## config.mk

```make
export PLATFORM = sky130hd
export DESIGN_NAME = alarm_bank_ctrl
export DESIGN_NICKNAME = d
export VERILOG_FILES = /design/src/rtl/alarm_bank_pkg.sv /design/src/rtl/alarm_bank_ctrl_posix_to_sod.sv /design/src/rtl/alarm_bank_ctrl.sv
export SDC_FILE = /design/constraint.sdc
export NUM_CORES = 1
export LEC_CHECK = 0
export BUFFER_PORTS_ARGS = -buffer_cell sky130_fd_sc_hd__buf_2
export CAP_MARGIN = 40
export CORE_MARGIN = 3
export CORE_UTILIZATION = 63
export CTS_CLUSTER_DIAMETER = 60
export DETAILED_ROUTE_END_ITERATION = 16
export GPL_TIMING_DRIVEN = 0
export PLACE_DENSITY_LB_ADDON = 0.3
export SKIP_CTS_REPAIR_TIMING = 1
export SLEW_MARGIN = 10
export SYNTH_ARGS = -nofsm -noshare
export SYNTH_HDL_FRONTEND = slang
export SYNTH_SLANG_ARGS = --single-unit
```

## constraint.sdc

```tcl
create_clock -name clk_i -period 16.3 [get_ports clk_i]
set_clock_uncertainty 0.2 [all_clocks]
set_input_delay 1.63 -clock clk_i [delete_from_list [all_inputs] [get_ports clk_i]]
set_output_delay 1.63 -clock clk_i [all_outputs]
set_load 0.02 [all_outputs]
```

## src/rtl/alarm_bank_pkg.sv

```systemverilog
// alarm_bank_pkg: shared types and constants for the alarm bank
package alarm_bank_pkg;
    localparam int SEC_PER_DAY = 86400;
    localparam int SOD_W = 17;
    localparam int CNT_W = 16;
    localparam int SNZ_W = 8;
    typedef enum logic [1:0] {IDLE, ARMED, RINGING, SNOOZED} alarm_state_t;
    typedef struct packed {
        logic [SOD_W-1:0] sod;
        logic en;
        logic rpt;
        alarm_state_t state;
        logic [CNT_W-1:0] ring_cnt;
        logic [SNZ_W-1:0] snz_cnt;
    } alarm_chan_t;
endpackage

```

## src/rtl/alarm_bank_ctrl_posix_to_sod.sv

```systemverilog
// posix_to_sod: GMT-shifted POSIX time reduced mod 86400 by a bit-serial restoring divider
module posix_to_sod
    import alarm_bank_pkg::*;
#(
    parameter int GMT = 3
)(
    input  logic             clk_i,
    input  logic             rst_i,
    input  logic [31:0]      cur_posix_time_i,
    input  logic             tick_i,
    output logic             sod_valid_o,
    output logic [SOD_W-1:0] sod_o
);
    logic signed [33:0] v;
    logic [32:0] u;
    logic [SOD_W:0] t;
    logic [SOD_W-1:0] rem, rem_nxt;
    logic [31:0] q;
    logic [4:0] cnt;
    logic busy;
    assign v = $signed({2'b00, cur_posix_time_i}) + 34'(GMT * 3600);
    assign u = v[33] ? 33'(v + 34'sd86400) : v[32:0];
    assign t = {rem, q[31]};
    assign rem_nxt = t >= (SOD_W+1)'(SEC_PER_DAY) ? SOD_W'(t - (SOD_W+1)'(SEC_PER_DAY)) : t[SOD_W-1:0];
    assign sod_o = rem;
    // bit 32 seeds the remainder so 32 iterations cover the full 33-bit value
    always_ff @(posedge clk_i or posedge rst_i) begin
        if (rst_i) begin
            busy <= 1'b0;
            cnt <= '0;
            rem <= '0;
            q <= '0;
            sod_valid_o <= 1'b0;
        end else begin
            sod_valid_o <= 1'b0;
            if (tick_i) begin
                busy <= 1'b1;
                cnt <= '0;
                rem <= SOD_W'(u[32]);
                q <= u[31:0];
            end else if (busy) begin
                rem <= rem_nxt;
                q <= {q[30:0], 1'b0};
                cnt <= cnt + 5'd1;
                busy <= cnt != 5'd31;
                sod_valid_o <= cnt == 5'd31;
            end
        end
    end
endmodule

```

## src/rtl/alarm_bank_ctrl.sv

```systemverilog
// alarm_bank_ctrl: N-channel alarm bank with snooze, daily repeat and priority readout
module alarm_bank_ctrl
    import alarm_bank_pkg::*;
#(
    parameter int ALARMS_CNT = 7,
    parameter int GMT = 3,
    parameter int RING_TIME_SEC = 10,
    parameter int SNOOZE_TIME_SEC = 5,
    parameter int MAX_SNOOZE = 3,
    parameter int IDX_W = (ALARMS_CNT > 1) ? $clog2(ALARMS_CNT) : 1
)(
    input  logic                  clk_i,
    input  logic                  rst_i,
    input  logic [31:0]           cur_posix_time_i,
    input  logic                  tick_i,
    input  logic                  cfg_we_i,
    input  logic [IDX_W-1:0]      cfg_idx_i,
    input  logic [SOD_W-1:0]      cfg_sod_i,
    input  logic                  cfg_en_i,
    input  logic                  cfg_repeat_i,
    input  logic                  off_stb_i,
    input  logic                  snooze_stb_i,
    output logic [ALARMS_CNT-1:0] alarm_o,
    output logic                  active_valid_o,
    output logic [IDX_W-1:0]      active_idx_o,
    output logic                  cfg_err_o
);
    logic sec;
    logic [SOD_W-1:0] sod;
    logic cfg_ok;
    logic [ALARMS_CNT-1:0] ring_nxt, act_nxt;
    logic [IDX_W-1:0] idx_nxt;
    posix_to_sod #(.GMT(GMT)) u_sod (
        .clk_i(clk_i),
        .rst_i(rst_i),
        .cur_posix_time_i(cur_posix_time_i),
        .tick_i(tick_i),
        .sod_valid_o(sec),
        .sod_o(sod)
    );
    assign cfg_ok = 32'(cfg_idx_i) < ALARMS_CNT && 32'(cfg_sod_i) < SEC_PER_DAY;
    for (genvar i = 0; i < ALARMS_CNT; i++) begin : gen_ch
        alarm_chan_t ch, nx;
        logic fin, wr;
        assign wr = cfg_we_i && cfg_ok && 32'(cfg_idx_i) == i;
        // priority: config write, then off/snooze strobes, then the second event
        always_comb begin
            nx = ch;
            fin = 1'b0;
            if (wr) begin
                nx.sod = cfg_sod_i;
                nx.en = cfg_en_i;
                nx.rpt = cfg_repeat_i;
                nx.state = cfg_en_i ? ARMED : IDLE;
                nx.ring_cnt = '0;
                nx.snz_cnt = '0;
            end else begin
                case (ch.state)
                    ARMED: if (sec && sod == ch.sod) begin
                        nx.state = RINGING;
                        nx.ring_cnt = CNT_W'(RING_TIME_SEC);
                        nx.snz_cnt = '0;
                    end
                    RINGING: if (off_stb_i || (snooze_stb_i && ch.snz_cnt >= SNZ_W'(MAX_SNOOZE))) begin
                        fin = 1'b1;
                    end else if (snooze_stb_i) begin
                        nx.state = SNOOZED;
                        nx.ring_cnt = CNT_W'(SNOOZE_TIME_SEC);
                        nx.snz_cnt = ch.snz_cnt + SNZ_W'(1);
                    end else if (sec) begin
                        fin = ch.ring_cnt <= CNT_W'(1);
                        nx.ring_cnt = ch.ring_cnt - CNT_W'(1);
                    end
                    SNOOZED: if (off_stb_i) begin
                        fin = 1'b1;
                    end else if (sec) begin
                        nx.state = ch.ring_cnt <= CNT_W'(1) ? RINGING : SNOOZED;
                        nx.ring_cnt = ch.ring_cnt <= CNT_W'(1) ? CNT_W'(RING_TIME_SEC) : ch.ring_cnt - CNT_W'(1);
                    end
                    default: ;
                endcase
                if (fin) begin
                    nx.state = ch.rpt ? ARMED : IDLE;
                    nx.en = ch.rpt;
                    nx.ring_cnt = '0;
                    nx.snz_cnt = '0;
                end
            end
        end
        always_ff @(posedge clk_i or posedge rst_i) begin
            if (rst_i) ch <= '0;
            else ch <= nx;
        end
        assign ring_nxt[i] = nx.state == RINGING;
        assign act_nxt[i] = nx.state == RINGING || nx.state == SNOOZED;
    end
    always_comb begin
        idx_nxt = '0;
        for (int k = ALARMS_CNT - 1; k >= 0; k--) if (act_nxt[k]) idx_nxt = IDX_W'(k);
    end
    always_ff @(posedge clk_i or posedge rst_i) begin
        if (rst_i) begin
            alarm_o <= '0;
            active_valid_o <= 1'b0;
            active_idx_o <= '0;
            cfg_err_o <= 1'b0;
        end else begin
            alarm_o <= ring_nxt;
            active_valid_o <= |act_nxt;
            active_idx_o <= idx_nxt;
            cfg_err_o <= cfg_we_i && !cfg_ok;
        end
    end
endmodule

```

Word-level counts from Yosys, hierarchy flattened
Index checks and enable logic that the tools add are counted.

Flip-flop bits (word level): 376. Bits in latches: 0. Bits in writable memories: 0. Memory bits (read-only): 0. Bits of input ports: 60. Output and inout port bits: 12. Logic and storage cells: 402. Memories: 0.

$add $sub $neg: 18. Multipliers: 0. Div/mod/pow operators: 0. $lt $le $gt $ge: 17. Eq/ne operators: 92. Shift operators: 0. Mux-type cells: 161. Bitwise gates (word level): 0. Reductions and logical operators: 70.

Operators with widths (number): two-way mux 26 bit (28); case mux 18 bit (3 select lines) (7); two-way mux 16 bit (21); two-way mux 18 bit (14); equality test 17 bit (7); less-or-equal comparator 16 x 1 -> 1 bit, second input constant (7); inequality test 4 bit, second input constant (28); case mux 8 bit (2 select lines) (7); subtractor 16 x 1 -> 16 bit, second input constant (7); two-way mux 32 bit (2); adder 8 x 1 -> 8 bit, second input constant (7); equality test 2 bit, second input constant (28); >= comparator 8 x 2 -> 1 bit, second input constant (7); two-way mux 8 bit (7); two-way mux 17 bit (3); two-way mux 1 bit (48); AND reduction 6 bit (7); inequality test 5 x 4 -> 1 bit, second input constant (7); nonzero test 5 bit (7); adder 32 x 14 -> 33 bit, second input constant (1); adder 33 x 18 -> 33 bit, second input constant (1); two-way mux 33 bit (1); inequality test 4 x 3 -> 1 bit, second input constant (7); AND reduction 4 bit (7); 22 further kinds (92).

Longest topological paths before layout
Gate-level depths: netlist (run 1).

Depth in word-level cells: 17. Depth in mapped cells: 11. Mapped depth without buffers: 9.

Cells and area by module
From an unflattened synthesis (run 1), not the netlist that was laid out.

Cells, all modules: 2479. Area, all modules: 21994.8 um2.

Modules (own cells, without submodules): alarm_bank_ctrl (instances 1, cells an instance 2071, area an instance 18331.3 um2, seq. area each 8007.7 um2); posix_to_sod (instances 1, cells an instance 408, area an instance 3663.5 um2, seq. area each 1401.3 um2).

Worst setup path after synthesis (run 1)
OpenSTA, ideal clock, no wires.

Kind: input to register. Start point: in cfg_sod_i[12]. End point: reg gen_ch[2].ch[22] (netlist bit). Setup time: 0.064 ns. Arrival: 3.762 ns. Required time: 16.036 ns. Path slack: 12.274 ns. Stages: 10. Buffers on the path: 3. Path through: clkbuf_1 > nand4b_1 > o221a_2 > and2_0 > clkbuf_1 > nor4_1 > nand2_1 > clkbuf_1 > nor4b_1 > a21o_1.

Word-level cells in the longest chain between the ends: 6. Elaborated cells on any way between the ends: 12. Those cells by class: 1 x order compare; 5 x eq/ne; 1 x mux; 5 x reduce/logical.

Ends and longest elaborated chain: start: declaration (RTL line alarm_bank_ctrl.sv:18) `input logic [SOD_W-1:0] cfg_sod_i,`; less-than comparator 17 bit (*) (RTL line alarm_bank_ctrl.sv:41) `assign cfg_ok = 32'(cfg_idx_i) < ALARMS_CNT && 32'(cfg_sod_i) < SEC_PER_DAY;`; logical AND 1 bit (*) (RTL line alarm_bank_ctrl.sv:41); logical AND 1 bit (*) (2 in series) (RTL line alarm_bank_ctrl.sv:45) `assign wr = cfg_we_i && cfg_ok && 32'(cfg_idx_i) == i;`; inequality test 5 x 4 -> 1 bit (no line), or another cell as far along; AND reduction 6 bit (no line); end signal: assignment (RTL line alarm_bank_ctrl.sv:92) `else ch <= nx;`; end: declaration (RTL line alarm_bank_ctrl.sv:43) `alarm_chan_t ch, nx;`.

Every way passes the cells marked *; elsewhere a longest branch is shown, timed or not. A chain may end at the register's enable or synchronous reset.

Worst setup path after layout (run 1)
Start point: in off_stb_i. End point: reg gen_ch[4].ch[22] (netlist bit).

Word-level cells in the longest chain between the ends: 6. Elaborated cells on any way between the ends: 14. Those cells by class: 5 x eq/ne; 6 x mux; 3 x reduce/logical.

Ends and longest elaborated chain: start: declaration (RTL line alarm_bank_ctrl.sv:21) `input logic off_stb_i,`; logical OR 1 bit (RTL line alarm_bank_ctrl.sv:64) `RINGING: if (off_stb_i || (snooze_stb_i && ch.snz_cnt >= SNZ_W'(MAX_SNOOZE))) begin`; two-way mux 1 bit (RTL line alarm_bank_ctrl.sv:64); case mux 1 bit (2 select lines) (RTL line alarm_bank_ctrl.sv:58) `case (ch.state)`; two-way mux 1 bit (RTL line alarm_bank_ctrl.sv:50) `if (wr) begin`; inequality test 5 x 4 -> 1 bit (no line), or another cell as far along; AND reduction 6 bit (no line) or two-way mux 26 bit (tied branches); end signal: assignment (RTL line alarm_bank_ctrl.sv:92); end: declaration (RTL line alarm_bank_ctrl.sv:43).

Several ways; a longest one is shown, not always the timed one. The select of a mux whose other input is x is not followed.

==> results of run 1 <==
metal layers:
layer / wire length (um) / part of all wire [%] / GRT usage (%) / vias up
li1: - / - / - / 8634
met1: 24100 / 41 / 43.5 / 9166
met2: 27400 / 47 / 53.1 / 838
met3: 4730 / 8.1 / 5.47 / 179
met4: 2290 / 3.9 / 11.7 / 0
met5: 0 / 0 / 0 / -
flip-flops by register name, summed over array words and instances (netlist names), 3 cells and up:
signal	flops
gen_ch.ch	308
u_sod.q	32
u_sod.sod_o	17
active_idx_o	3
alarm_o	7
u_sod.cnt	5
through the flow:
stage               total power [uW]  cells
floorplan                       2120   2371
detailed placement              2440   2886
global placement                2380   2879
finish                          3380   2956
global route                    3570   2956
CTS                             3350   2953
critical path, stage by stage:
cell and delay, ps:
buf_2 130, clkbuf_1 310, nor2b_1 640, clkbuf_1 580, nand2_1 200, a21oi_1 250, a21oi_1 70, nor4_1 630
o21ai_1 480, o41ai_1 430
placed cells by master, fill, tap and decap left out, types with 44 or more instances in the layout:
cell	n
xor2_1	70
ha_1	61
nand2_1	442
nor3_1	77
inv_1	89
xnor2_1	82
o21ai_0	125
clkbuf_1	96
nand3_1	44
a21oi_1	99
dfrtp_1	376
nor2_1	129
buf_2	75
layout make-up:
| class | count | area, sq um | share of cell area [%] |
|---|---|---|---|
| multi-input combinational | 1785 | 11100 | 46.9 |
| sequential | 376 | 9410 | 39.9 |
| clock buffer | 55 | 1150 | 4.87 |
| tap | 442 | 553 | 2.35 |
| buffer | 120 | 468 | 1.99 |
| timing repair buffer | 74 | 455 | 1.93 |
| inverter | 90 | 345 | 1.47 |
| clock inverter | 12 | 124 | 0.526 |
| antenna | 2 | 5.00 | 0.0212 |
power by group through the flow:
stage                     Combinational [uW]  Sequential, uW  Clock [uW]
final                                   1260            1210         908
after global routing                    1400            1220         950
after CTS                               1240            1200         915
after detailed placement                1220            1220           0
after global placement                  1170            1210           0
after floorplan                          921            1200           0
cells by family (layout without fill, tap and decap cells):
group	Yosys count	in the layout	synth area share, %
muxes	57	57	2.84
and+or+nand+nor	990	990	22.4
xor gates and xnor gates	152	152	6.26
AOI/OAI and AO/OA	525	525	16.9
DFF	376	376	44.2
adders and majority gates	61	61	3.59
buffers and inverters	210	351	3.79
other	0	2	0
final timing paths:
path,start,end
worst max-delay path,off_stb_i,gen_ch[4].ch[22]
worst min-delay path,gen_ch[6].ch[26],gen_ch[6].ch[26]
worst max register to register,u_sod.sod_valid_o,gen_ch[4].ch[22]
worst min register to register,gen_ch[6].ch[26],gen_ch[6].ch[26]
max in group asynchronous,rst_i,gen_ch[4].ch[20]
min in group asynchronous,rst_i,u_sod.q[8]
==> summary.txt, run 1 <==
Power and ir drop
  – Clock share of power: a little over a quarter
  – Share of total power in combinational logic: 37.4%
  – Pwr/cell area: around 140 nW/um^2
  – Power Internal: approximately 2100 uW
  – Worst vdd ir: 0.0000951 V
  – Flop pwr share: 35.8%
  – Pleak: 0.0112 uW
  – Net Sw Frac: around two fifths
  – Psw: 1310 uW

Floorplan
  – Initial Utilization: around two thirds
  – Die area: 36,000 sq um
  – Die Y: ~190 um
  – FP Rows: 66
  – Die Width: approximately 190 um
  – Core Footprint: around 33,000 sq um
  – Ports: ~70

STA
  – Final hold slack: ~280 ps
  – Relative slew slack: approximately 38%
  – Final-report max-slew violation count: 0
  – Max frequency: around 190 MHz
  – Worst setup margin: approximately 11,000 ps
  – Final period util: between 30% and 40%
  – Minimum clock period after layout: between 5000 and 6000 ps
  – Final Hold Fails: 0
  – Slew @ Worst Pin: roughly 940 ps
  – Setup violators final: 0
  – Fin Setup TNS: 0 ps
  – RSZ-0062 raised after global routing: no

Logic synthesis
  – Synthesized area: roughly 21,000 sq um
  – Commonest cells in the netlist: 442 x nand2_1, 376 x dfrtp_1, 129 x nor2_1
  – Post-synth ARST share: 100%
  – Distinct cells, synth: 86
  – Most common flop cell mapped by yosys: dfrtp_1
  – Mapped Cells: between 2,000 and 2,500
  – Yosys warns: 0
  – Syn_nets: about 2,500
  – Top post-synthesis cells by area: dfrtp_1 44%, nand2_1 7.8%, ha_1 3.6%
  – Synthesized area per cell: 8.97 sq um
  – Top-count cell post-synth: nand2_1
  – Post-synth top area share: roughly 44%
  – Post-synthesis register bit count: ~380
  – Cell taking the most area after synthesis: dfrtp_1
  – Sequential area share after synthesis: between 40 and 50%
  – EDFF count, synth: 0

Global route
  – Initial antenna violation count: 2
  – Vias in the first global route: about 18,000
  – GRT overflow: 0
  – Total track usage: 32.3%
  – Largest net degree at the start of global routing: 109
  – First-pass GRT wire length: between 90,000 and 100,000 um

Placement
  – Post-DP HPWL: about 40,000 um
  – Pre-CTS setup slack: 10,830 ps
  – GPL Wtd Cong: a little over 0.9
  – Port Buffers: 66
  – Placed Area: 22,300 sq um

Min path
  – WHS Path Cells: 2
  – Worst Hold Class: flop to flop

Detailed routing
  – Vias: about 19,000
  – Vias per cell: around 6.4
  – Drt total wl: slightly below 60,000 um
  – Routed wire length per instance: about 20 um
  – First-pass DRT Iterations: 8
  – DRT antenna net count: 0
  – Iter 0 DRT Violations: about 1,900
  – DRC Markers: 0

Worst setup path
  – WP data required: around 17,000 ps
  – Setup CP Type: input pin to flop
  – Reg2reg setup slack: between 10,000 and 15,000 ps
  – Setup crit end kind: flop
  – R2R depth: 9
  – Peak fanout along the critical path: 10
  – Arrival time worst endpoint: between 5000 and 6000 ps
  – Critical Path Source Type: input pin

Layout
  – Syn-to-layout area delta: 10.8%
  – Filler cells: roughly 2,500
  – Nets@finish: about 2,600
  – Layout cell share with drive strength beyond 1: approximately 8.0%
  – Fin util: a little under three quarters
  – Design area: 23,600 sq um

Run
  – Max_cap viols: 0

Clock tree
  – Max Root-Sink Buffers: 3
  – TritonCTS buffer count: a little over 40
  – CTS tree: built
  – Clock Sinks: between 300 and 400
  – Worst-path clk slew: roughly 60 ps
  – Root Buffer: clkbuf_16
  – H-tree depth: 2
  – Worst-Skew Late Latency: roughly 550 ps

Run status
  – Status: finished, final reports clean
(Power assumes the default switching activity.)
==> inputs of run 2 (changes only) <==
--- a/config.mk
+++ b/config.mk
@@ -8,7 +8,7 @@
 export BUFFER_PORTS_ARGS = -buffer_cell sky130_fd_sc_hd__buf_2
 export CAP_MARGIN = 40
 export CORE_MARGIN = 3
-export CORE_UTILIZATION = 63
+export CORE_UTILIZATION = 57
 export CTS_CLUSTER_DIAMETER = 60
 export DETAILED_ROUTE_END_ITERATION = 16
 export GPL_TIMING_DRIVEN = 0
==> constraint.sdc (replaced) <==
create_clock -name clk_i -period 4.2 [get_ports clk_i]
set_clock_uncertainty 0.2 [all_clocks]
set_input_delay 0.42 -clock clk_i [delete_from_list [all_inputs] [get_ports clk_i]]
set_output_delay 0.42 -clock clk_i [all_outputs]
set_load 0.02 [all_outputs]
==> run 2 against run 1 <==
Against the previous run: the flow now finishes with violations (negative hold slack); sequential share of layout area decreased by 1.1 points; critical endpoint is now active_idx_o[0]; total power rose to 4.1 times the previous value; flip-flop and latch count is the same; sequential power rose to 3.9 times the previous value; utilization shrank 5.6 points; register-to-register slack got worse by 12000 ps; die area up 10%.
==> summary.txt, run 2 (same netlist as run 1, synthesis figures left out) <==
Worst setup path
  – Reg2reg setup slack: 190 ps
  – Reg-to-reg startpoint: u_sod.sod_o[9]
  – Arrival time worst endpoint: about 4200 ps
  – WP data required: around 4400 ps
  – Critical Path Source Type: flop
  – Critical Path Source: u_sod.sod_o[9]
  – RR Endpoint: active_idx_o[0]
  – Setup CP Type: flop to flop
  – Setup crit end kind: flop
  – R2R depth: 8
  – Peak fanout along the critical path: 10

Clock tree
  – Clock Sinks: 376
  – Worst-path clk slew: ~60 ps
  – TritonCTS buffer count: 43
  – Max Root-Sink Buffers: 3
  – Root Buffer: clkbuf_16
  – CTS tree: built
  – Worst-Skew Late Latency: between 500 and 600 ps
  – H-tree depth: 2

STA
  – Relative slew slack: between 30 and 40%
  – Final Hold Fails: 2
  – Final period util: 95.4%
  – Final-report max-slew violation count: 0
  – Setup violators final: 0
  – Minimum clock period after layout: between 4000 and 5000 ps
  – Slew @ Worst Pin: around 950 ps
  – Fin Setup TNS: 0 ps
  – Max frequency: 250 MHz
  – RSZ-0062 raised after global routing: yes
  – Final hold slack: -21.2 ps

Min path
  – Hold EP: u_sod.q[26]
  – Worst Hold Class: input pin to flop
  – WHS Path Cells: 3
  – HP Start: cur_posix_time_i[26]

Layout
  – Max reg flops: slightly above 300
  – Nets@finish: between 2,000 and 3,000
  – Most frequent cells in the layout: 442 x nand2_1, 376 x dfrtp_1, 128 x nor2_1, 125 x o21ai_0, 99 x a21oi_1
  – Syn-to-layout area delta: 14.0%
  – Layout cell share with drive strength beyond 1: 8.99%
  – Design area: about 24,000 sq um
  – Commonest non-fill, non-tap cell in the layout: nand2_1
  – Register bank with the most flops: gen_ch.ch

Floorplan
  – Ports: between 70 and 80
  – FP Rows: 70
  – Initial Utilization: slightly below 60%
  – Die Y: around 200 um
  – Die Width: around 200 um
  – Core Footprint: 36,700 sq um
  – Die area: a little under 40,000 sq um

Run status
  – Failing checks: negative hold slack
  – Status: finished, violations left

Detailed routing
  – Vias: 18,900
  – DRC Markers: 0
  – DRT antenna net count: 0
  – Iter 0 DRT Violations: between 1,500 and 2,000
  – First-pass DRT Iterations: 8
  – Routed wire length per instance: ~20 um
  – Vias per cell: about 6.3
  – Drt total wl: approximately 59,000 um

Power and ir drop
  – Psw: 5140 uW
  – Pleak: 0.0115 uW
  – Final Power: about 14,000 uW
  – Pwr/cell area: about 570 nW/um^2
  – Net Sw Frac: a little under two fifths
  – Power Internal: about 8600 uW
  – Clock share of power: around 30%
  – Flop pwr share: roughly a third
  – Worst vdd ir: 0.000417 V
  – Share of total power in combinational logic: 35.7%

Global route
  – Total track usage: roughly 30%
  – First-pass GRT wire length: 94,000 um
  – Initial antenna violation count: 2
  – GRT overflow: 0
  – Vias in the first global route: around 18,000
  – Largest net degree at the start of global routing: 40

Run
  – Max_cap viols: 0

Placement
  – GPL Wtd Cong: approximately 0.96
  – Post-DP HPWL: 41,400 um
  – Port Buffers: 66
  – Placed Area: 22,500 sq um
## run 2: changes by cell type in the layout (fill, tap and decap cells not counted), sizes merged
| cell | previous run | this run |
|---|---|---|
| buf | 105 | 111 |
| bufinv | 2 | 8 |
| dlygate4sd3 | 0 | 16 |
| clkbuf | 144 | 150 |
| clkinvlp | 1 | 3 |
| inv | 92 | 90 |
## run 2: metal layers
metal	part of all wire, %	global-route usage (%)	up-vias	routed length, um
li1	-	-	8703	-
met1	42	39.8	9205	24700
met2	47	48.1	839	27500
met3	7.6	4.57	178	4470
met4	3.9	11.3	0	2300
met5	0	0	-	0
## run 2: area by class of cell
class,count,area (sq um)
inverter,90,342
antenna,2,5.00
clock buffer,61,1270
clock inverter,18,325
timing repair buffer,97,763
fill,2912,12500
multi-input combinational,1785,11100
sequential,376,9410
buffer,119,465
tap,468,586
## run 2: worst max-delay path: stages, from the launching register on
cell	delay, ps
dfrtp_1	480
buf_1	730
xor2_1	150
nor4_1	690
and3_1	320
a31oi_1	110
a2111oi_2	510
a21oi_1	160
o31ai_1	470
## run 2: worst max path at each step
stage,slack (ps),to,cells after the start
2_1_floorplan,-1470,active_idx_o[0],1
3_3_place_gp,-3600,gen_ch[3].ch[18],2
3_5_place_dp,-90,gen_ch[2].ch[13],10
4_1_cts,-110,gen_ch[2].ch[13],10
5_1_grt,-10,gen_ch[4].ch[22],9
6_report,190,active_idx_o[0],8
## run 2: power groups by stage
stage                     Clock, uW  Combinational (uW)  Sequential [uW]
final                          4170                4910             4680
after global routing           4390                5460             4750
after CTS                      4230                4790             4670
after detailed placement          0                4740             4720
after global placement            0                4540             4690
after floorplan                   0                3570             4640
## run 2: per-stage QoR
stage	utilization, %	setup WS (ps)	instances	hold WS, ps
2_1_floorplan	-	-1470	2371	239
3_3_place_gp	60.5	-3600	2905	253
3_5_place_dp	61.2	-92.4	2920	262
4_1_cts	65.6	-107	2999	-236
5_1_grt	66.1	-13.4	3016	9.76
6_report	66.1	195	3016	-21.2
